`src/rtl/ins_fetch_pkg.sv`:
```
// Shared definitions for the instruction fetch stage: widths, FSM states,
// queue entry layout and a PC alignment helper.
package ins_fetch_pkg;

  localparam int ADDR_LEN  = 32;
  localparam int INS_LEN   = 32;
  localparam int IFQ_WIDTH = 3;

  // Fetch FSM states; at most one memory request is outstanding at a time.
  typedef enum logic [1:0] {
    IF_IDLE    = 2'd0,
    IF_WAIT    = 2'd1,
    IF_DISCARD = 2'd2
  } if_state_e;

  // One buffered instruction together with the PC it was fetched from.
  typedef struct packed {
    logic [ADDR_LEN-1:0] pc;
    logic [INS_LEN-1:0]  ins;
  } ifq_entry_t;

  // Redirect targets are forced onto a word boundary.
  function automatic logic [ADDR_LEN-1:0] word_align(input logic [ADDR_LEN-1:0] addr);
    return addr & ~ADDR_LEN'(3);
  endfunction

endpackage

```
`src/rtl/ins_queue.sv`:
```
// In-order FIFO of {pc, ins} entries between fetch and decode.
// All state freezes while rdy_in is low; clear empties the queue and wins
// over push/pop. The head entry reads as zero while the queue is empty.
module ins_queue
  import ins_fetch_pkg::*;
#(
  parameter int WIDTH = IFQ_WIDTH
) (
  input  logic             clk_in,
  input  logic             rst_in,
  input  logic             rdy_in,
  input  logic             push,
  input  logic             pop,
  input  logic             clear,
  input  ifq_entry_t       din,
  output ifq_entry_t       dout,
  output logic             full,
  output logic             empty,
  output logic [WIDTH:0]   count
);

  localparam int DEPTH = 1 << WIDTH;

  ifq_entry_t       entries [DEPTH];
  logic [WIDTH-1:0] head;
  logic [WIDTH-1:0] tail;
  logic             do_push;
  logic             do_pop;

  assign full    = count[WIDTH];
  assign empty   = (count == '0);
  assign do_push = push && !full;
  assign do_pop  = pop && !empty;
  assign dout    = empty ? '0 : entries[head];

  // Pointer and occupancy bookkeeping; pointers wrap modulo DEPTH.
  always_ff @(posedge clk_in or posedge rst_in) begin
    // NOTE: sequential state uses <= so every flop samples pre-edge values.
    if (rst_in) begin
      head  <= '0;
      tail  <= '0;
      count <= '0;
    end else if (rdy_in) begin
      if (clear) begin
        head  <= tail;
        count <= '0;
      end else begin
        if (do_push) tail <= tail + 1'b1;
        if (do_pop)  head <= head + 1'b1;
        count <= count + (WIDTH+1)'(do_push) - (WIDTH+1)'(do_pop);
      end
    end
  end

  // Entry storage written at the tail.
  always_ff @(posedge clk_in) begin
    // NOTE: the array has no reset; dout is masked while empty so stale
    // contents are never visible, and this keeps it mappable to plain RAM.
    if (rdy_in && !clear && do_push) entries[tail] <= din;
  end

endmodule

```
`src/rtl/ins_fetch.sv`:
```
// Instruction fetch stage: owns the fetch PC and the single-outstanding
// request FSM, and buffers returned words in ins_queue for decode.
module ins_fetch
  import ins_fetch_pkg::*;
#(
  parameter int          QUEUE_WIDTH = IFQ_WIDTH,
  parameter logic [31:0] RESET_PC    = 32'h0
) (
  input  logic        clk_in,
  input  logic        rst_in,
  input  logic        rdy_in,
  output logic        mem_req,
  output logic [31:0] mem_addr,
  input  logic        mem_valid,
  input  logic [31:0] mem_ins,
  input  logic        flush_in,
  input  logic [31:0] flush_pc,
  output logic        out_valid,
  output logic [31:0] out_ins,
  output logic [31:0] out_pc,
  input  logic        out_ready
);

  if_state_e              state;
  if_state_e              state_n;
  logic [31:0]            pc;
  logic [31:0]            pc_n;
  logic                   push;
  logic                   pop;
  logic                   q_full;
  logic                   q_empty;
  logic [QUEUE_WIDTH:0]   q_count;
  ifq_entry_t             q_dout;

  assign mem_req   = (state != IF_IDLE);
  assign mem_addr  = pc;
  assign out_valid = (q_count != '0);
  assign out_ins   = q_dout.ins;
  assign out_pc    = q_dout.pc;
  // A flush suppresses the pop so the redirect sees a clean, empty queue.
  assign pop       = !q_empty && out_ready && !flush_in;

  // FSM state and fetch PC registers, frozen while rdy_in is low.
  always_ff @(posedge clk_in or posedge rst_in) begin
    if (rst_in) begin
      state <= IF_IDLE;
      pc    <= RESET_PC;
    end else if (rdy_in) begin
      state <= state_n;
      pc    <= pc_n;
    end
  end

  // Next-state, next-PC and push decision; flush overrides everything.
  always_comb begin
    // NOTE: defaults first so every path assigns every output (no latches).
    state_n = state;
    pc_n    = pc;
    push    = 1'b0;
    unique case (state)
      IF_IDLE: begin
        if (!flush_in && !q_full) state_n = IF_WAIT;
      end
      IF_WAIT: begin
        if (mem_valid) begin
          state_n = IF_IDLE;
          if (!flush_in) begin
            push = 1'b1;
            pc_n = pc + 32'd4;
          end
        end else if (flush_in) begin
          // The request cannot be withdrawn; swallow its response later.
          state_n = IF_DISCARD;
        end
      end
      IF_DISCARD: begin
        if (mem_valid) state_n = IF_IDLE;
      end
      default: state_n = IF_IDLE;
    endcase
    if (flush_in) pc_n = word_align(flush_pc);
  end

  ins_queue #(
    .WIDTH (QUEUE_WIDTH)
  ) u_queue (
    .clk_in (clk_in),
    .rst_in (rst_in),
    .rdy_in (rdy_in),
    .push   (push),
    .pop    (pop),
    .clear  (flush_in),
    .din    ('{pc: pc, ins: mem_ins}),
    .dout   (q_dout),
    .full   (q_full),
    .empty  (q_empty),
    .count  (q_count)
  );

endmodule

```
`config.mk`:
```
export PLATFORM = sky130hd
export DESIGN_NAME = ins_fetch
export DESIGN_NICKNAME = d
export VERILOG_FILES = /design/src/rtl/ins_fetch_pkg.sv /design/src/rtl/ins_queue.sv /design/src/rtl/ins_fetch.sv
export SDC_FILE = /design/constraint.sdc
export NUM_CORES = 1
export LEC_CHECK = 0
export CORE_UTILIZATION = 53
export CTS_CLUSTER_DIAMETER = 30
export DETAILED_ROUTE_END_ITERATION = 10
export GPL_TIMING_DRIVEN = 0
export PLACE_DENSITY = 0.73
export RECOVER_POWER = 25
export SYNTH_ARGS = -nofsm -noshare
export SYNTH_HDL_FRONTEND = slang
export SYNTH_SLANG_ARGS = --single-unit
```
`constraint.sdc`:
```
create_clock -name clk_in -period 5.55 [get_ports clk_in]
set_input_delay 1.11 -clock clk_in [delete_from_list [all_inputs] [get_ports clk_in]]
set_output_delay 1.11 -clock clk_in [all_outputs]
set_load 0.05 [all_outputs]
```
# Word-level counts from Yosys, hierarchy flattened
# Memories as Yosys holds them, arrays and structs flattened.
# Index checks and enable logic that the tools add are counted.
[word_totals]
out_inout_bits = 98
register_bits = 44
ramBits = 512
mem_bits_ro = 0
wordCells = 55
latch_bits = 0
mem_count = 1
input_bits = 70
[op_classes]
addsub = 5
mul = 0
n_bitwise = 1
shift = 0
n_div = 0
eq_ne = 5
n_reduce_logical = 21
n_mux = 17
order_cmp = 0
[mem_list]
columns = ["name", "words", "word_bits", "rd", "rd_ports_with_merged_regs", "write_ports", "line", "source"]
rows = [
  ["u_queue.entries", 8, 64, 1, 0, 1, "ins_queue.sv:24", "ifq_entry_t entries [DEPTH];"],
]
[op_table]
columns = ["op", "count"]
rows = [
  ["$mux 32", 3],
  ["$mux 64", 1],
  ["$add 32x3->32 const B", 1],
  ["$mux 2", 4],
  ["$reduce_bool 2->1", 4],
  ["$logic_and 1x1->1", 7],
  ["$add 3x1->3 const B", 2],
  ["$mux 3", 2],
  ["$pmux 2 s3", 1],
  ["$reduce_and 3->1", 2],
  ["$mux 1", 5],
  ["$add 4x1->4", 1],
  ["$logic_not 4->1", 1],
  ["$mux 4", 1],
  ["$ne 2x2->1 const B", 2],
  ["$reduce_and 4->1", 1],
  ["$reduce_bool 4->1", 1],
  ["$sub 4x1->4", 1],
  ["$logic_not 1->1", 3],
  ["$ne 3x3->1 const B", 1],
  ["$eq 2x1->1 const B", 1],
  ["$eq 2x2->1 const B", 1],
  ["$logic_not 2->1", 1],
  ["$reduce_and 2->1", 1],
  ["$not 1->1", 1],
]

# Depth between registers and ports, before layout
# Gate-level depths: netlist (run 1).
[depth]
word_depth = 7
depth_mapped = 13
depth_no_buf = 12

# Modules after synthesis
# A second synthesis (run 1) with hierarchy kept.
[unflattened]
hier_cells = 1076
area_unflattened_um2 = 21830.9
[by_module_without_submodules]
columns = ["module", "cells_each", "area_per_inst_um2", "seq_area_each_um2", "instances"]
rows = [
  ["ins_queue", 825, 19759.0, 15625.0, 1],
  ["ins_fetch", 251, 2072.0, 800.8, 1],
]

# Worst setup path before layout (run 1)
# OpenSTA, ideal clock, no wires.
[synth_path]
kind = "in2reg"
from = "input flush_in"
to = "memory u_queue.entries[0][0] (netlist bit), enable pin"
setup_slack_ns = -1.250
path_buffers = 2
required_time_ns = 4.992
setup_ns = 0.558
stages = 6
t_arrival_ns = 6.242
cell_sequence = "clkbuf_1 -> nor3_1 -> and4_1 -> clkbuf_1 -> nand2b_1 -> nor3_1"
[synth_between]
elab_chain_len = 7
word_cells_on_any_way = 9
cone_classes = "mux: 5; reduce/logical: 4"
[synth_lines]
columns = ["item", "line", "source"]
rows = [
  ["start: declaration", "ins_fetch.sv:16", "input logic flush_in,"],
  ["$mux 1", "ins_fetch.sv:67", "if (!flush_in) begin"],
  ["$mux 1", "ins_fetch.sv:65", "if (mem_valid) begin"],
  ["$mux 1", "ins_fetch.sv:60", "unique case (state)"],
  ["$logic_and 1x1->1", "ins_queue.sv:32", "assign do_push = push && !full;"],
  ["$logic_and 1x1->1 (*)", "ins_queue.sv:59", "if (rdy_in && !clear && do_push) entries[tail] <= din;"],
  ["$mux 1 (*)", "ins_queue.sv:59", ""],
  ["$mux 1 (not written as such) (*)", "ins_queue.sv:59", ""],
  ["end: declaration", "ins_queue.sv:24", ""],
]
# Mark *: on every way between the ends. The rest lies on a longest branch, timed or not.

# Worst setup path after layout (run 1)
[layout_path]
from = "register u_queue.head[1]"
to = "output out_pc[20]"
[layout_between]
elab_chain_len = 2
[layout_lines]
columns = ["item", "line", "source"]
rows = [
  ["start: declaration", "ins_queue.sv:25", "logic [WIDTH-1:0] head;"],
  ["start signal: assignment", "ins_queue.sv:45", "head <= tail;"],
  ["start signal: assignment", "ins_queue.sv:49", "if (do_pop) head <= head + 1'b1;"],
  ["$mem_v2 8x64", "--", ""],
  ["$mux 64", "ins_queue.sv:34", "assign dout = empty ? '0 : entries[head];"],
  ["end: declaration", "ins_fetch.sv:20", "output logic [31:0] out_pc,"],
]
# No other way between the ends.

==> flow_summary_export.csv, run 1 <==
group,metric,value,unit
power,ir_worst_vdd,0.4776,mV
sta,rsz0062_at_grt,"false",
min_path,min_to,"u_queue.count[3]",
synthesis,synth-simple-area-share,4.960,%
synthesis,yosys.area_share.adder,0.5556,%
global_routing,grt_pass1_wl,79.85,mm
layout,nNetsFinal,1494,
worst_setup_path,r2r_start,"state[1]",
sta,finClkSkew,31.76,ps
worst_setup_path,reg2regPathDepth,10,
global_routing,grt-ovfl-total,0,
synthesis,synthCells,1126,
sta,worstMarginPinSlew,948.3,ps
clocking,post_cts_resized,0,
floorplan,die_h,204.0,um
worst_setup_path,rr_endpoint,"u_queue.entries[1][29]",
layout,final_cell_count_no_fill,2028,
synthesis,yosysTopAreaCell,"edfxtp_1",
layout,regArea,15950,sq um
sta,finalHoldViolCount,0,
synthesis,synth_seq_area_share,73.75,%
synthesis,synth_mux_area_share,16.17,%
placed_design,placed_cells,1839,
power,p_sw_share,34.05,%
floorplan,start_util,54.04,%
global_routing,antenna_found_initial,1,
worst_setup_path,max_stage_delay,870,ps
synthesis,synth_top_cell_area_share,68.89,%
layout,multi_input_area,5403,sq um
clocking,insertion_delay,630,ps
synthesis,synth-edff-count,496,
min_path,hp-class,"flop to flop",
synthesis,synth-compound-area-share,2.761,%
worst_setup_path,slowest_stage,"clkdlybuf4s50_1",
synthesis,synthFlopType,"edfxtp_1",
clocking,ctsLongestPathBuffers,3,
sta,post-route-min-period,5340,ps
worst_setup_path,critical_path_required,4440,ps
floorplan,die_area,41600,sq um
floorplan,num_io_pins,168,
clocking,cts_buffers,99,
synthesis,synth.distinct_cells,63,
synthesis,synthesis.area,21620,sq um
route,routed_wl,52.60,mm
placed_design,hpwl,31.35,mm
floorplan,rows,73,
synthesis,synthTopCellsByArea,"edfxtp_1, mux4_2, dfrtp_1",
worst_setup_path,crit_type,"flop to output pin",
global_routing,grt_pass1_vias,13137,
clocking,cts_tree,"yes",
synthesis,yosysWarningCount,0,
layout,nFillCells,2494,
power,p_comb_share,31.0,%
route,drt.antenna.violating_nets,0,
min_path,min_from,"u_queue.count[3]",
flow_run,drv_cap,0,
power,seqPwrFrac,30.6,%
sta,finalSetupViolCount,0,
layout,area_growth,29.53,%
worst_setup_path,worstPathCellList,"buf_2, clkbuf_1, clkbuf_1, mux4_2, mux2i_1, nor2_1, clkdlybuf4s50_1",
min_path,worst_hold_path.num_cells,2,
clocking,cts_setup_buffers,0,
synthesis,synth-seq-cells,538,
floorplan,die_x,204.0,um
global_routing,grt_max_degree,25,
layout,drive_gt1_share,23.72,%
worst_setup_path,path_max_fanout,10,
synthesis,syn_avg_cell_area,19.20,sq um
route,viasPerCell,6.110,
global_routing,grt_util_all_layers,26.22,%
placed_design,portBuffers,160,
synthesis,yosys-top-cells-count,"edfxtp_1, mux4_2, nor2_1",
route,drt_iter0_drc,1195,
clocking,clock-root-buffer,"clkbuf_16",
synthesis,yosys.area_share.xor_xnor,0.1620,%
worst_setup_path,cpMostUsedCell,"clkbuf_1",
sta,tns,0,ps
power,power,16.01,mW
power,p_leak,9.303,nW
sta,final.period_utilization,96.21,%
power,p_clk_share,38.3,%
clocking,htree_levels,3,
floorplan,coreArea,40010,sq um
sta,drv_slew,0,
clocking,holdBufCountCts,0,
power,p_int,10.56,mW
route,wire_per_inst,25.94,um
worst_setup_path,reg2reg_slack,2290,ps
worst_setup_path,crit_path_end_kind,"output pin",
route,drc,0,
synthesis,ys_async_sr_fraction,7.807,%
run_status,status,"finished clean",
clocking,clkTransAtPathRegs,50,ps
route,vias,12391,
placed_design,gp_congestion,0.9082,
route,firstDrtPassIters,8,
worst_setup_path,worst_ep_arrival_time,4230,ps
sta,slew_headroom,36.63,%
power,p_sw,5.451,mW
worst_setup_path,cp-start-kind,"flop",
sta,fmax,187.3,MHz
power,powerDensity,571.6,nW/um^2
synthesis,yosysMostFrequentCell,"edfxtp_1",
synthesis,synth_top_family_by_area,"multiplexers",
clocking,cts.sinks,538,
==> sequential cells by signal (all words and copies together) (netlist names) <==
name and count:
mem_addr 30, state 2, u_queue.count 4, u_queue.entries 496, u_queue.head 3, u_queue.tail 3
==> routing by layer <==
metal / track usage (%) / share of wire, %
met1: 36.15 / 41
met5: 0 / 0
met4: 6.983 / 1.7
met2: 42.66 / 49
met3: 5.804 / 7.8
==> through the flow <==
stage	worst slack, ps	hold WS, ps	util [%]	cell area [sq um]
after floorplan	414.8	474.2	-	21640
after global placement	-2838	506.5	59.74	23900
after detailed placement	939.3	513.8	61.30	24520
after CTS	258.9	531.1	69.99	28000
after global routing	133.4	570.9	69.99	28000
final	210.3	527.0	70.00	28000
==> cells in the final DEF, fill, tap and decap left out, drive strengths merged, types with 7 or more instances in the layout <==
cell type,netlist,final
o22ai,7,7
dfrtp,42,42
buf,31,56
nor3,18,18
nand3,19,19
nand2,19,19
nor2,89,89
mux4,124,124
and4,8,8
and3,13,13
mux2i,68,68
clkinvlp,0,11
nand4,12,12
ha,8,8
o21ai,20,20
nor4,10,10
inv,14,27
edfxtp,496,496
clkbuf,36,149
dlygate4sd3,0,7
bufinv,0,14
clkdlybuf4s50,0,153
a21oi,15,15
clkinv,1,37
==> power groups by stage <==
stage / Sequential (mW) / Combinational (mW) / Clock, mW
2_1_floorplan: 5.03 / 3.24 / 0
3_3_place_gp: 4.95 / 4.91 / 0
3_5_place_dp: 4.97 / 4.98 / 0
4_1_cts: 4.90 / 5.03 / 6.19
5_1_grt: 4.92 / 5.26 / 6.38
6_report: 4.91 / 4.97 / 6.13
==> worst max-delay path: cells and delay by family (launching register included) <==
kind                   cells  cell delay [ps]
buffers and inverters      4             2440
DFF                        1              350
muxes                      2              480
and+or+nand+nor            1              340
==> area by class of cell <==
type	instances	area share, %
Sequential cell	538	56.94
Antenna cell	2	0.01787
Clock buffer	113	9.257
Multi-Input combinational cell	509	19.29
Timing Repair Buffer	185	7.747
Inverter	15	0.2011
Clock inverter	74	3.150
Tap cell	525	2.346
Buffer	67	1.050
==> worst max path at each step <==
stage,from,to,slack [ps]
detailed placement,u_queue.head[1],out_pc[20],940
floorplan,flush_in,u_queue.entries[7][0],410
CTS,u_queue.head[1],out_pc[20],260
global placement,rdy_in,u_queue.entries[3][30],-2840
finish,u_queue.head[1],out_pc[20],210
global route,u_queue.head[1],out_pc[20],130
==> logic make-up after synthesis <==
family | after synthesis
AO/OA/AOI/OAI | 88
adder cells (fa/ha/maj) | 9
flip-flops | 538
AND/OR/NAND/NOR | 210
other | 1
multiplexers | 194
buffers and inverters | 82
XOR/XNOR | 4
No activity file was read; power rests on OpenSTA's default activity.
==> run 2, diff against run 1 <==
- CAP_MARGIN: default -> 20
- CORE_MARGIN: default -> 5
==> run 2 against run 1 <==
Against the previous run: the run now ends with capacitance limit, slew limit left; critical endpoint is now out_pc[21]; routed wire length decreased by 0.87%; combinational power about the same; maximum frequency increased by 2.5%; flip-flop and latch count unchanged; worst setup slack improved by 130 ps; first-iteration DRC count increased by 16%; count of clock-buffer cells in the layout decreased by 1; design area increased by 0.38%; global-route usage decreased by 2.8 points; final cell count increased by 0.39%; non-clock buffer count decreased by 2; core utilization decreased by 0.68 points.
==> flow_summary_export.csv, run 2 (synthesis gave the netlist of run 1 again) <==
group,metric,value,unit
layout,regMostFlops,"u_queue.entries",
worst_setup_path,crit_path_end_kind,"output pin",
clocking,insertion_delay,610,ps
route,routed_wl,52.15,mm
route,viasPerCell,6.043,
route,wire_per_inst,25.61,um
route,firstDrtPassIters,7,
route,vias,12304,
sta,drv_slew,35,
sta,slew_headroom,-33.77,%
placed_design,gp_congestion,0.9004,
clocking,post_cts_resized,0,
global_routing,grt_util_all_layers,23.40,%
clocking,cts_buffers,101,
power,ir_worst_vdd,0.4219,mV
clocking,ctsLongestPathBuffers,3,
power,powerDensity,578.2,nW/um^2
global_routing,grt_max_degree,35,
route,drc,0,
sta,finalSetupViolCount,0,
power,p_leak,9.340,nW
global_routing,grt_pass1_wl,78.69,mm
clocking,cts.sinks,538,
floorplan,die_area,44930,sq um
layout,final_cell_mix,"edfxtp_1, clkdlybuf4s50_1, mux4_2",
run_status,status,"finished with violations",
floorplan,die_h,212.0,um
global_routing,antenna_found_initial,0,
min_path,hp-class,"flop to flop",
worst_setup_path,cp-start-kind,"flop",
sta,fmax,192.1,MHz
run_status,violations,"capacitance limit, slew limit",
flow_run,drv_cap,1,
route,drt.antenna.violating_nets,0,
worst_setup_path,critical_path_required,4440,ps
sta,rsz0062_at_grt,"false",
layout,drive_gt1_share,24.27,%
placed_design,hpwl,31.32,mm
clocking,htree_levels,3,
layout,layout_commonest_cell,"edfxtp_1",
clocking,cts_tree,"yes",
placed_design,portBuffers,160,
worst_setup_path,reg2reg_slack,2310,ps
floorplan,rows,74,
layout,area_growth,30.02,%
route,drt_iter0_drc,1389,
sta,finalHoldViolCount,0,
global_routing,grt-ovfl-total,0,
global_routing,grt_pass1_vias,12856,
worst_setup_path,crit_type,"flop to output pin",
worst_setup_path,worst_ep_arrival_time,4100,ps
worst_setup_path,path_max_fanout,10,
floorplan,die_x,212.0,um
floorplan,start_util,53.31,%
sta,finClkSkew,26.63,ps
layout,fin_util,69.32,%
layout,nNetsFinal,1494,
floorplan,num_io_pins,168,
sta,post-route-min-period,5207,ps
clocking,cts_setup_buffers,0,
layout,diodes,0,
clocking,holdBufCountCts,0,
clocking,clkTransAtPathRegs,50,ps
layout,largest_reg_flops,496,
power,power,16.25,mW
sta,final.period_utilization,93.82,%
sta,worstMarginPinSlew,2007,ps
clocking,clock-root-buffer,"clkbuf_16",
floorplan,coreArea,40550,sq um
-- run 2: cell count changes in the layout (fill, tap and decap cells not counted), moves of 2 or more --
cell,change
buf_12,+2
buf_16,-4
bufinv_16,+4
clkbuf_1,-4
clkbuf_16,+4
clkdlybuf4s50_1,+3
clkinv_1,-2
clkinv_4,+2
clkinvlp_4,+6
diode_2,-2
dlygate4sd3_1,-3
inv_16,-2
inv_6,-4
-- run 2: area by class of cell --
| cell class | instances | area [sq um] |
|---|---|---|
| plain buffers | 67 | 294.0 |
| flip-flops and latches | 538 | 15950 |
| repair buffers | 183 | 2088 |
| clock inverters | 80 | 984.7 |
| inverters | 15 | 56.30 |
| well taps | 532 | 665.6 |
| clock buffers | 112 | 2674 |
| multi-input cells | 509 | 5403 |
| fillers | 2544 | 12440 |
-- run 2: worst max-delay path: stages, from the launching register on --
cell	delay, ps
dfrtp_1	380
buf_2	270
clkbuf_1	560
clkbuf_1	680
mux4_2	350
mux2i_1	70
nor2_1	300
clkdlybuf4s50_1	880
-- run 2: report_power, final --
part           switching [mW]  internal (mW)  total, mW  leakage, nW
logic                    3.08           1.86       4.94         2.62
registers               0.255           4.65       4.90         4.98
clock network            2.08           4.33       6.41         1.74
-- run 2: final timing paths --
| check | from | endpoint | depth (start not counted) |
|---|---|---|---|
| hold reg to reg | u_queue.count[3] | u_queue.count[3] | 2 |
| setup reg to reg | u_queue.count[3] | u_queue.count[2] | 13 |
| min in group asynchronous | rst_in | mem_addr[14] | 2 |
| setup / recovery | u_queue.head[1] | out_pc[21] | 7 |
| hold / removal | u_queue.count[3] | u_queue.count[3] | 2 |
| max in group asynchronous | rst_in | mem_addr[28] | 3 |
-- run 2: per-stage QoR --
stage	area [sq um]	setup TNS, ps	hold WS [ps]	cells	worst slack (ps)
2_1_floorplan	21640	0	474.2	1129	414.8
3_3_place_gp	23910	-1237460	506.8	1821	-2732
3_5_place_dp	24470	0	518.4	1844	1004
4_1_cts	28130	0	534.8	2036	318.8
5_1_grt	28110	0	587.4	2036	216.7
6_report	28110	0	536.0	2036	343.0
-- run 2: metal layers --
layer  wire length, um  up-vias  global-route usage [%]  part of all wire (%)
met1             21190     6322                   32.97                    41
met5                 0        -                       0                     0
met4               806        0                   5.242                   1.5
met2             26110      651                   38.38                    50
li1                  -     5251                       -                     -
met3              4034       80                   5.165                   7.7
==> run 3, diff against run 2 <==
- CAP_MARGIN: 20 -> 10
==> run 3 against run 2 <==
Against the previous run: the run still ends with capacitance limit, slew limit left; clock power is 3% lower; flip-flop and latch count stayed put; routed wire length is 1.5% lower; final cell count is 0.44% lower; design area is 0.55% lower; global-route usage hardly changed; die area stayed put; critical path depth stayed put; sequential power hardly changed; sequential share of layout area is 0.31 points higher; largest power group unchanged.
==> flow_summary_export.csv, run 3 (synthesis gave the netlist of run 1 again) <==
group,metric,value,unit
sta,fmax,192.2,MHz
worst_setup_path,slowest_stage,"clkdlybuf4s50_1",
sta,worstMarginPinSlew,2016,ps
layout,area_growth,29.31,%
layout,largest_reg_flops,496,
floorplan,start_util,53.31,%
power,p_int,10.67,mW
global_routing,grt-ovfl-total,0,
layout,drive_gt1_share,23.90,%
worst_setup_path,crit_type,"flop to output pin",
route,drt_iter0_drc,1190,
sta,post-route-min-period,5203,ps
min_path,hp-class,"flop to flop",
route,wire_per_inst,25.35,um
placed_design,hpwl,31.28,mm
global_routing,grt_pass1_vias,12905,
clocking,cts_setup_buffers,0,
placed_design,dpl_cell_area,24470,sq um
global_routing,grt_pass1_wl,78.91,mm
sta,drv_slew,35,
sta,finalHoldViolCount,0,
worst_setup_path,critical_path_required,4440,ps
worst_setup_path,worstPathCellList,"buf_2, clkbuf_1, clkbuf_1, mux4_2, mux2i_1, nor2_1, clkdlybuf4s50_1",
clocking,post_cts_resized,0,
floorplan,die_area,44930,sq um
worst_setup_path,cpMostUsedCell,"clkbuf_1",
clocking,ctsLongestPathBuffers,3,
clocking,cts_tree,"yes",
run_status,status,"finished with violations",
route,drc,0,
route,drt.antenna.violating_nets,0,
layout,nNetsFinal,1491,
sta,setup_ws,347.2,ps
sta,final.period_utilization,93.74,%
floorplan,rows,74,
placed_design,portBuffers,160,
global_routing,grt_max_degree,35,
clocking,cts_buffers,98,
placed_design,gp_congestion,0.9004,
power,p_comb_share,30.7,%
floorplan,die_x,212.0,um
sta,finClkSkew,14.05,ps
layout,final_cell_mix,"edfxtp_1, clkdlybuf4s50_1, mux4_2",
layout,fin_util,68.94,%
power,seqPwrFrac,30.6,%
floorplan,num_io_pins,168,
worst_setup_path,crit_path_end_kind,"output pin",
run_status,violations,"capacitance limit, slew limit",
layout,final_cell_count_no_fill,2027,
layout,fin_area,27960,sq um
placed_design,placed_cells,1844,
floorplan,die_h,212.0,um
sta,tns,0,ps
power,powerDensity,573.9,nW/um^2
worst_setup_path,max_stage_delay,880,ps
clocking,cts.sinks,538,
layout,regMostFlops,"u_queue.entries",
sta,slew_headroom,-34.43,%
floorplan,coreArea,40550,sq um
power,p_sw_share,33.49,%
placed_design,pre_cts_ws,996.0,ps
route,routed_wl,51.38,mm
clocking,holdBufCountCts,0,
route,firstDrtPassIters,6,
global_routing,grt_util_all_layers,23.38,%
worst_setup_path,cp-start-kind,"flop",
worst_setup_path,path_max_fanout,10,
power,p_leak,9.267,nW
global_routing,antenna_found_initial,0,
route,viasPerCell,6.015,
clocking,clock-root-buffer,"clkbuf_16",
sta,rsz0062_at_grt,"false",
layout,layout_commonest_cell,"edfxtp_1",
power,p_sw,5.373,mW
power,p_clk_share,38.8,%
route,vias,12193,
worst_setup_path,worst_ep_arrival_time,4090,ps
clocking,clkTransAtPathRegs,50,ps
clocking,insertion_delay,610,ps
clocking,htree_levels,3,
flow_run,drv_cap,1,
power,ir_worst_vdd,0.3816,mV
sta,finalSetupViolCount,0,
[run 3: cell types whose count changed in the layout (fill, tap and decap cells not counted), moves of 2 or more]
cell / previous run / this run
clkinvlp_4: 17 / 14
clkinv_1: 11 / 5
clkbuf_16: 105 / 98
clkinv_2: 12 / 10
clkbuf_1: 41 / 45
inv_6: 7 / 9
[run 3: final timing paths]
path | to | cells after the start | slack [ps] | start
worst max-delay path | out_pc[21] | 7 | 350 | u_queue.head[1]
worst min-delay path | u_queue.count[3] | 2 | 540 | u_queue.count[3]
worst max register to register | u_queue.count[2] | 13 | 2400 | u_queue.count[3]
worst min register to register | u_queue.count[3] | 2 | 540 | u_queue.count[3]
max in group asynchronous | u_queue.tail[2] | 3 | 2430 | rst_in
min in group asynchronous | mem_addr[5] | 2 | 900 | rst_in
[run 3: cell type report]
type	count	area [sq um]
diodes	1	2.502
plain buffers	67	294.0
clock buffers	108	2500
clock inverters	74	1002
fillers	2526	12600
inverters	15	56.30
multi-input cells	509	5403
flip-flops and latches	538	15950
well taps	532	665.6
repair buffers	183	2088
[run 3: through the flow]
step | hold slack [ps] | power [mW]
after CTS | 530.3 | 16.20
after global routing | 587.9 | 16.67
after detailed placement | 513.5 | 9.941
after floorplan | 474.2 | 8.268
after global placement | 506.8 | 9.865
final | 543.6 | 16.05
[run 3: per-layer routing]
layer | track usage (%) | routed length, um | up-vias
met5 | 0 | 0 | -
met4 | 5.686 | 791 | 0
met3 | 4.456 | 3874 | 75
met2 | 38.65 | 25670 | 583
met1 | 32.95 | 21040 | 6293
li1 | - | - | 5242
[run 3: power groups by stage]
| stage | logic, mW | registers [mW] | clock network, mW |
|---|---|---|---|
| floorplan | 3.24 | 5.03 | 0 |
| global placement | 4.91 | 4.96 | 0 |
| detailed placement | 4.97 | 4.97 | 0 |
| CTS | 5.01 | 4.90 | 6.29 |
| global route | 5.23 | 4.92 | 6.52 |
| finish | 4.92 | 4.90 | 6.22 |
[run 3: worst max-delay path, delay by kind of cell (launching register included)]
kind | cells | cell delay, ps
buffers and inverters | 4 | 2390
flip-flops | 1 | 360
multiplexers | 2 | 400
AND/OR/NAND/NOR | 1 | 320
